`src/rtl/rf_scoreboard.sv`:
```
`default_nettype none
// +--------------------------------------------------------------------------+
// | rf_scoreboard: register file (2R/1W) with per-register busy scoreboard    |
// | and registered outstanding-producer count. Option: RF_BYPASS_EN forwards  |
// | same-cycle write-back data and busy clear onto the read ports.            |
// | Revision: 1.0                                                             |
// +--------------------------------------------------------------------------+
module rf_scoreboard #(
  parameter  int XLEN     = 32,
  parameter  int NREG     = 32,
  parameter  int ZERO_REG = 1,
  localparam int AW       = $clog2(NREG),
  localparam int CW       = AW + 1
) (
  input  logic            CLK,
  input  logic            RST,
  input  logic [AW-1:0]   RNUM1,
  input  logic [AW-1:0]   RNUM2,
  output logic [XLEN-1:0] RDATA1,
  output logic [XLEN-1:0] RDATA2,
  output logic            BUSY1,
  output logic            BUSY2,
  input  logic            WEN,
  input  logic [AW-1:0]   WNUM,
  input  logic [XLEN-1:0] WDATA,
  input  logic            ISSUE,
  input  logic [AW-1:0]   INUM,
  input  logic            FLUSH,
  output logic [CW-1:0]   PEND_CNT
);

  logic [XLEN-1:0] r_regs [NREG];
  logic [NREG-1:0] r_pend;
  logic [NREG-1:0] w_pend_nxt;
  logic [CW-1:0]   r_cnt;
  logic            w_wr_ok;
  logic            w_is_ok;
  logic            w_inc;
  logic            w_dec;

  // Hard-wired r0 drops both write-back and issue.
  assign w_wr_ok = WEN   && !((ZERO_REG != 0) && (WNUM == '0));
  assign w_is_ok = ISSUE && !((ZERO_REG != 0) && (INUM == '0));

  always_comb begin
    w_pend_nxt = FLUSH ? '0 : r_pend;
    if (w_wr_ok) w_pend_nxt[WNUM] = 1'b0;
    if (w_is_ok) w_pend_nxt[INUM] = 1'b1;
  end

  // Non-flush count delta; an issue colliding with write-back keeps the bit set.
  assign w_inc = w_is_ok && !r_pend[INUM];
  assign w_dec = w_wr_ok && r_pend[WNUM] && !(w_is_ok && (INUM == WNUM));

  always_ff @(posedge CLK or posedge RST) begin
    if (RST) begin
      r_pend <= '0;
      r_cnt  <= '0;
    end else begin
      r_pend <= w_pend_nxt;
      if (FLUSH) r_cnt <= {{AW{1'b0}}, w_is_ok};
      else       r_cnt <= r_cnt + CW'(w_inc) - CW'(w_dec);
    end
  end

  always_ff @(posedge CLK or posedge RST) begin
    if (RST) begin
      for (int i = 0; i < NREG; i++) r_regs[i] <= '0;
    end else if (w_wr_ok) begin
      r_regs[WNUM] <= WDATA;
    end
  end

  logic [AW-1:0]   w_rnum  [2];
  logic [XLEN-1:0] w_rdata [2];
  logic            w_busy  [2];

  assign w_rnum[0] = RNUM1;
  assign w_rnum[1] = RNUM2;

  for (genvar p = 0; p < 2; p++) begin : g_rd
    logic w_zero;
    assign w_zero = (ZERO_REG != 0) && (w_rnum[p] == '0);
`ifdef RF_BYPASS_EN
    logic w_hit;
    assign w_hit      = w_wr_ok && (WNUM == w_rnum[p]);
    assign w_rdata[p] = w_zero ? '0 : (w_hit ? WDATA : r_regs[w_rnum[p]]);
    assign w_busy[p]  = !w_zero && (w_hit ? (w_is_ok && (INUM == w_rnum[p]))
                                          : r_pend[w_rnum[p]]);
`else
    assign w_rdata[p] = w_zero ? '0 : r_regs[w_rnum[p]];
    assign w_busy[p]  = !w_zero && r_pend[w_rnum[p]];
`endif
  end

  assign RDATA1   = w_rdata[0];
  assign RDATA2   = w_rdata[1];
  assign BUSY1    = w_busy[0];
  assign BUSY2    = w_busy[1];
  assign PEND_CNT = r_cnt;

endmodule
`default_nettype wire

```
`config.mk`:
```
export PLATFORM = sky130hd
export DESIGN_NAME = rf_scoreboard
export DESIGN_NICKNAME = d
export VERILOG_FILES = /design/src/rtl/rf_scoreboard.sv
export SDC_FILE = /design/constraint.sdc
export NUM_CORES = 2
export LEC_CHECK = 0
export BUFFER_PORTS_ARGS = -buffer_cell sky130_fd_sc_hd__buf_4
export CAP_MARGIN = 20
export CORE_MARGIN = 5
export CORE_UTILIZATION = 51
export DETAILED_ROUTE_END_ITERATION = 8
export GPL_ROUTABILITY_DRIVEN = 0
export PLACE_DENSITY = 0.65
export SYNTH_ARGS = -nofsm -noshare
export SYNTH_HDL_FRONTEND = slang
export SYNTH_SLANG_ARGS = --single-unit
```
`constraint.sdc`:
```
create_clock -name CLK -period 55.8 [get_ports CLK]
set_clock_uncertainty 0.1 [all_clocks]
set_input_delay 8.37 -clock CLK [delete_from_list [all_inputs] [get_ports CLK]]
set_output_delay 8.37 -clock CLK [all_outputs]
set_load 0.1 [all_outputs]
```
# Word level (Yosys, flattened, before mapping)
# Index checks and enable logic that the tools add are counted.
# totals
out_inout_bits	72
elab_cells	101
in_bits	57
register_bits	1062
# classes
order_cmp	10
eq_ne	1
mux	27
bitwise	6
add_sub_neg	2
n_reduce_logical	21
# ops
cell	count
1024-bit bitwise mux	1
32-bit binary-select mux with 5-bit select	2
32-bit 2-to-1 mux	10
32-bit demux with 5-bit select	1
32-bit AND	1
32-bit NOT	1
32-bit bitwise OR	1
5-bit by 6-bit less-than comparator with 1-bit output, second input constant	4
1-bit binary-select mux with 5-bit select	4
5-bit zero test	4
6-bit greater-or-equal comparator, second input constant	3
5-bit NOT with 6-bit output	3
1-bit logical AND	11
1-bit demux with 5-bit select	2
5-bit by 1-bit greater-or-equal comparator with 1-bit output, second input constant	2
6-bit by 1-bit adder with 6-bit output	1
1-bit zero test	6
6-bit by 1-bit less-than comparator with 1-bit output, second input constant	1
1-bit 2-to-1 mux	6
6-bit 2-to-1 mux	1
6-bit by 1-bit subtractor with 6-bit output	1
5-bit equality test	1

# Depth between registers and ports, before layout
# depth
depth_word	9
mapped_depth	16
mapped_depth_nobuf	14

# Least setup slack after synthesis
# No wires, ideal clock.
# synth_path
path_kind	input -> output
startpoint	in RNUM2[0]
endpoint	out RDATA2[2]
n_path_buf	6
t_required_ns	47.330
cell_stages	10
path_slack_ns	35.489
arrival_ns	11.841
cell_sequence	buf_2 buf_6 buf_6 buf_6 buf_6 nor3_1 nand2_1 buf_4 o221ai_1 a221oi_1
# synth_via
elab_chain_len	5
elab_cells_between_ends	6
classes_between	mux: 4; bitwise: 1; reduce/logical: 1
# synth_lines
item	line_no	text
start: declaration	18	input logic [AW-1:0] RNUM2,
5-bit NOT with 6-bit output (implied by the code)	91	assign w_rdata[p] = w_zero ? '0 : r_regs[w_rnum[p]];
32-bit binary-select mux with 5-bit select	91	
32-bit 2-to-1 mux (implied by the code) (2 in a row)	91	
32-bit 2-to-1 mux *	91	
end: declaration	20	output logic [XLEN-1:0] RDATA2,
# Mark *: on every way between the ends. The rest lies on a longest branch, timed or not. The select of a mux whose other input is x is not followed.

# Worst setup path after layout
# layout_path
startpoint	in RNUM2[0]
endpoint	out RDATA2[14]
# The elaborated chain is that of the path after synthesis.

==> qor.txt <==
Synth async-reset ratio = 100.0%
Worst-Margin Slew = 1.179 ns
H-tree depth = 3
CTS max path bufs = 3
CP bufs+invs = 5
Hold Buf Count CTS = 0
Slew HR = 21.37%
CP delay by family, top = buffers and inverters
Cell Area, Placed = 58810 um2
Area growth from synthesis to layout = 10.33%
DRC violation count after routing = 0
Outcome = complete, no violations
Period utilization = 37.51%
Post-synth cell types = 51
Synthesized area per cell = 16.03 um2
Die width = 345.0 um
Placed Cells incl. Taps = 4860
DR iter-0 viols = 3874
Row count = 123
Layout cells sized above 1 = 58.63%
IO Port Bufs = 128
I/O pin total = 129
Clk pin slew, worst setup/hold paths = 0.06 ns
Worst-skew pair later-pin latency = 0.72 ns
CP required = 47.33 ns
Grt met1 use = 41.15%
Initial antenna violation count = 11
Wirelength per Cell = 35.23 um
Mapped Cells = 3570
IR drop worst, VDD = 27.03 uV
Max Cap Viol = 0
Yosys warns = 0
Path type of the worst setup path = input port to output port
Post-synth EDFFs = 0
Max Clock Freq = 0.04777 GHz
TNS Setup = 0 ns
Clk sinks = 1062
Maximum fanout along the worst path = 50
Vias in the first global route = 37730
Post-route minimum period = 20.93 ns
Post-route cell area = 63150 um2
Post-route ant nets = 0
Leakage power = 26.89 nW
All-Layer GR Usage = 29.98%
Yosys reg bits = 1062
R2r setup slk = 52.41 ns
First drt pass iteration count = 5
Register area share after synthesis = 46.43%
Final Non-Filler Cells = 5087
Unrepaired setup endpoints after global routing = no
Final WL = 179200 um
CTS tree = yes
First-pass GRT wire length = 265800 um
Synth Net Count = 3634
Initial Utilization = 51.09%
Setup bufs post-CTS = 0
Final setup viols = 0
CP cell instances = buf_8, buf_4, buf_4, mux4_2, mux4_2, clkinv_1, a221oi_1, buf_4
PD cells = 38.41 nW/um2
Nets = 3546
Die Ht = 345.0 um
CP max-delay cell = buf_4
Worst setup margin = 34.87 ns
Die area = 119000 um2
Setup WS pre-CTS = 34.82 ns
Vias = 35480
Dpl hpwl = 105100 um
CP endpoint kind = output port
Top_reg_cell synth = dfrtp_1
M3 GR Usage = 6.659%
CP arrival = 12.46 ns
CTS Buf Count = 117
Met2 Track Usage GR = 46.89%
Netlist Area Pre-Place = 57240 um2
Hold_ws = 0.2965 ns
Clk root buf = clkbuf_16
Post-CTS Resized = 0
GR peak layer = met2
Most used cell, CP = buf_4
Final hold vios = 0
Core Area = 112000 um2
Slew Limit Fails = 0
Largest net degree at the start of global routing = 163
Vias per cell = 6.974
Hold Path Class = flip-flop to flip-flop
Max incr delay on CP = 0.88 ns
Total gr overflow = 0
CP Launch Type = input port
-- layer usage --
metal / part of all wire [%] / vias to the layer above
met5: 0.042 / -
met2: 47 / 1730
li1: - / 13820
met1: 40 / 19440
met4: 4.9 / 10
met3: 8.4 / 485
-- report_power, final --
group	total (mW)	switching, mW	internal, mW	leakage [nW]
registers	1.02	0.105	0.913	13.7
clock network	0.843	0.332	0.512	2.09
logic	0.565	0.275	0.290	11.1
-- per-stage QoR --
step,power (mW),util [%]
after floorplan,1.450,-
after global placement,1.556,52.49
after detailed placement,1.591,52.49
after CTS,2.433,56.29
after global routing,2.515,56.36
final,2.426,56.36
-- worst register-to-register path, stage by stage (launching register included) --
cell and delay (ns):
dfrtp_1 0.44, mux4_2 0.49, mux2_2 0.29, a22o_1 0.19, nand2_1 0.06, o311ai_0 0.13
ha_1 0.31, inv_1 0.04, ha_1 0.22, fa_1 0.45, a21oi_1 0.17, nor2_1 0.05
nor2_1 0.11, xor2_1 0.15, nor2_1 0.05
-- cells in the mapped netlist, types with 3 or more instances --
library cell | n | area, um2
o22ai_1 | 4 | 25.02
mux4_2 | 604 | 13600
nand2_1 | 28 | 105.1
buf_6 | 37 | 416.7
ha_1 | 6 | 75.07
nor3_1 | 6 | 30.03
clkinv_1 | 66 | 247.7
or3_1 | 3 | 18.77
o221ai_1 | 66 | 578.1
nor2_2 | 4 | 25.02
nand3b_1 | 6 | 45.04
nor2b_1 | 7 | 43.79
a31o_2 | 3 | 26.28
buf_4 | 22 | 165.2
dfrtp_1 | 1062 | 26580
nor2_1 | 25 | 93.84
clkbuf_1 | 195 | 732.0
mux2i_1 | 78 | 780.8
buf_1 | 32 | 120.1
a31oi_1 | 5 | 31.28
inv_1 | 24 | 90.09
xnor2_1 | 4 | 35.03
mux2_2 | 994 | 11190
xor2_1 | 5 | 43.79
nand3_1 | 22 | 110.1
a221oi_1 | 18 | 157.7
o32ai_1 | 13 | 113.9
a221oi_2 | 48 | 720.7
o21ai_0 | 16 | 80.08
nor3b_2 | 3 | 37.54
buf_2 | 132 | 660.6
nand2b_1 | 4 | 25.02
-- final cells by class --
type                            instances  area (um2)
Timing Repair Buffer                  212        1719
Sequential cell                      1062       26580
Clock inverter                         48       757.0
Clock buffer                          174        3495
Fill cell                            8626       48890
Inverter                               90       345.3
Multi-Input combinational cell       1999       28380
Tap cell                             1500        1877
Antenna cell                            2       5.005
-- path summary, 6_finish.rpt --
path                         startpoint            to  depth (start not counted)
max                            RNUM2[0]    RDATA2[14]                          8
min                        r_regs[1014]  r_regs[1014]                          0
max reg2reg                  r_pend[26]   PEND_CNT[4]                         14
min reg2reg                r_regs[1014]  r_regs[1014]                          0
max in group asynchronous           RST   r_regs[946]                          9
min in group asynchronous           RST   r_regs[257]                          2
-- cells in the final DEF (no fill, tap or decap), types with 17 or more instances in the layout --
cell type / count
clkbuf_16: 119
dfrtp_1: 1062
bufinv_16: 17
inv_1: 23
clkinv_1: 66
o221ai_1: 66
clkinv_2: 21
buf_4: 202
clkbuf_1: 24
mux2i_1: 78
clkbuf_8: 31
nand3_1: 21
a221oi_2: 48
mux4_2: 604
mux2_2: 994
a221oi_1: 18
-- sequential cells by signal (all words and copies together), names as in the netlist --
register	count
r_regs	1024
PEND_CNT	6
r_pend	32
-- cell families after synthesis --
family / Yosys count / synth area share, %
AOI/OAI and AO/OA: 185 / 3.185
xor gates and xnor gates: 9 / 0.1377
adders and majority gates: 7 / 0.1661
buffers and inverters: 509 / 4.276
DFF: 1062 / 46.43
muxes: 1676 / 44.69
and+or+nand+nor: 122 / 1.119
(Power assumes the default switching activity.)
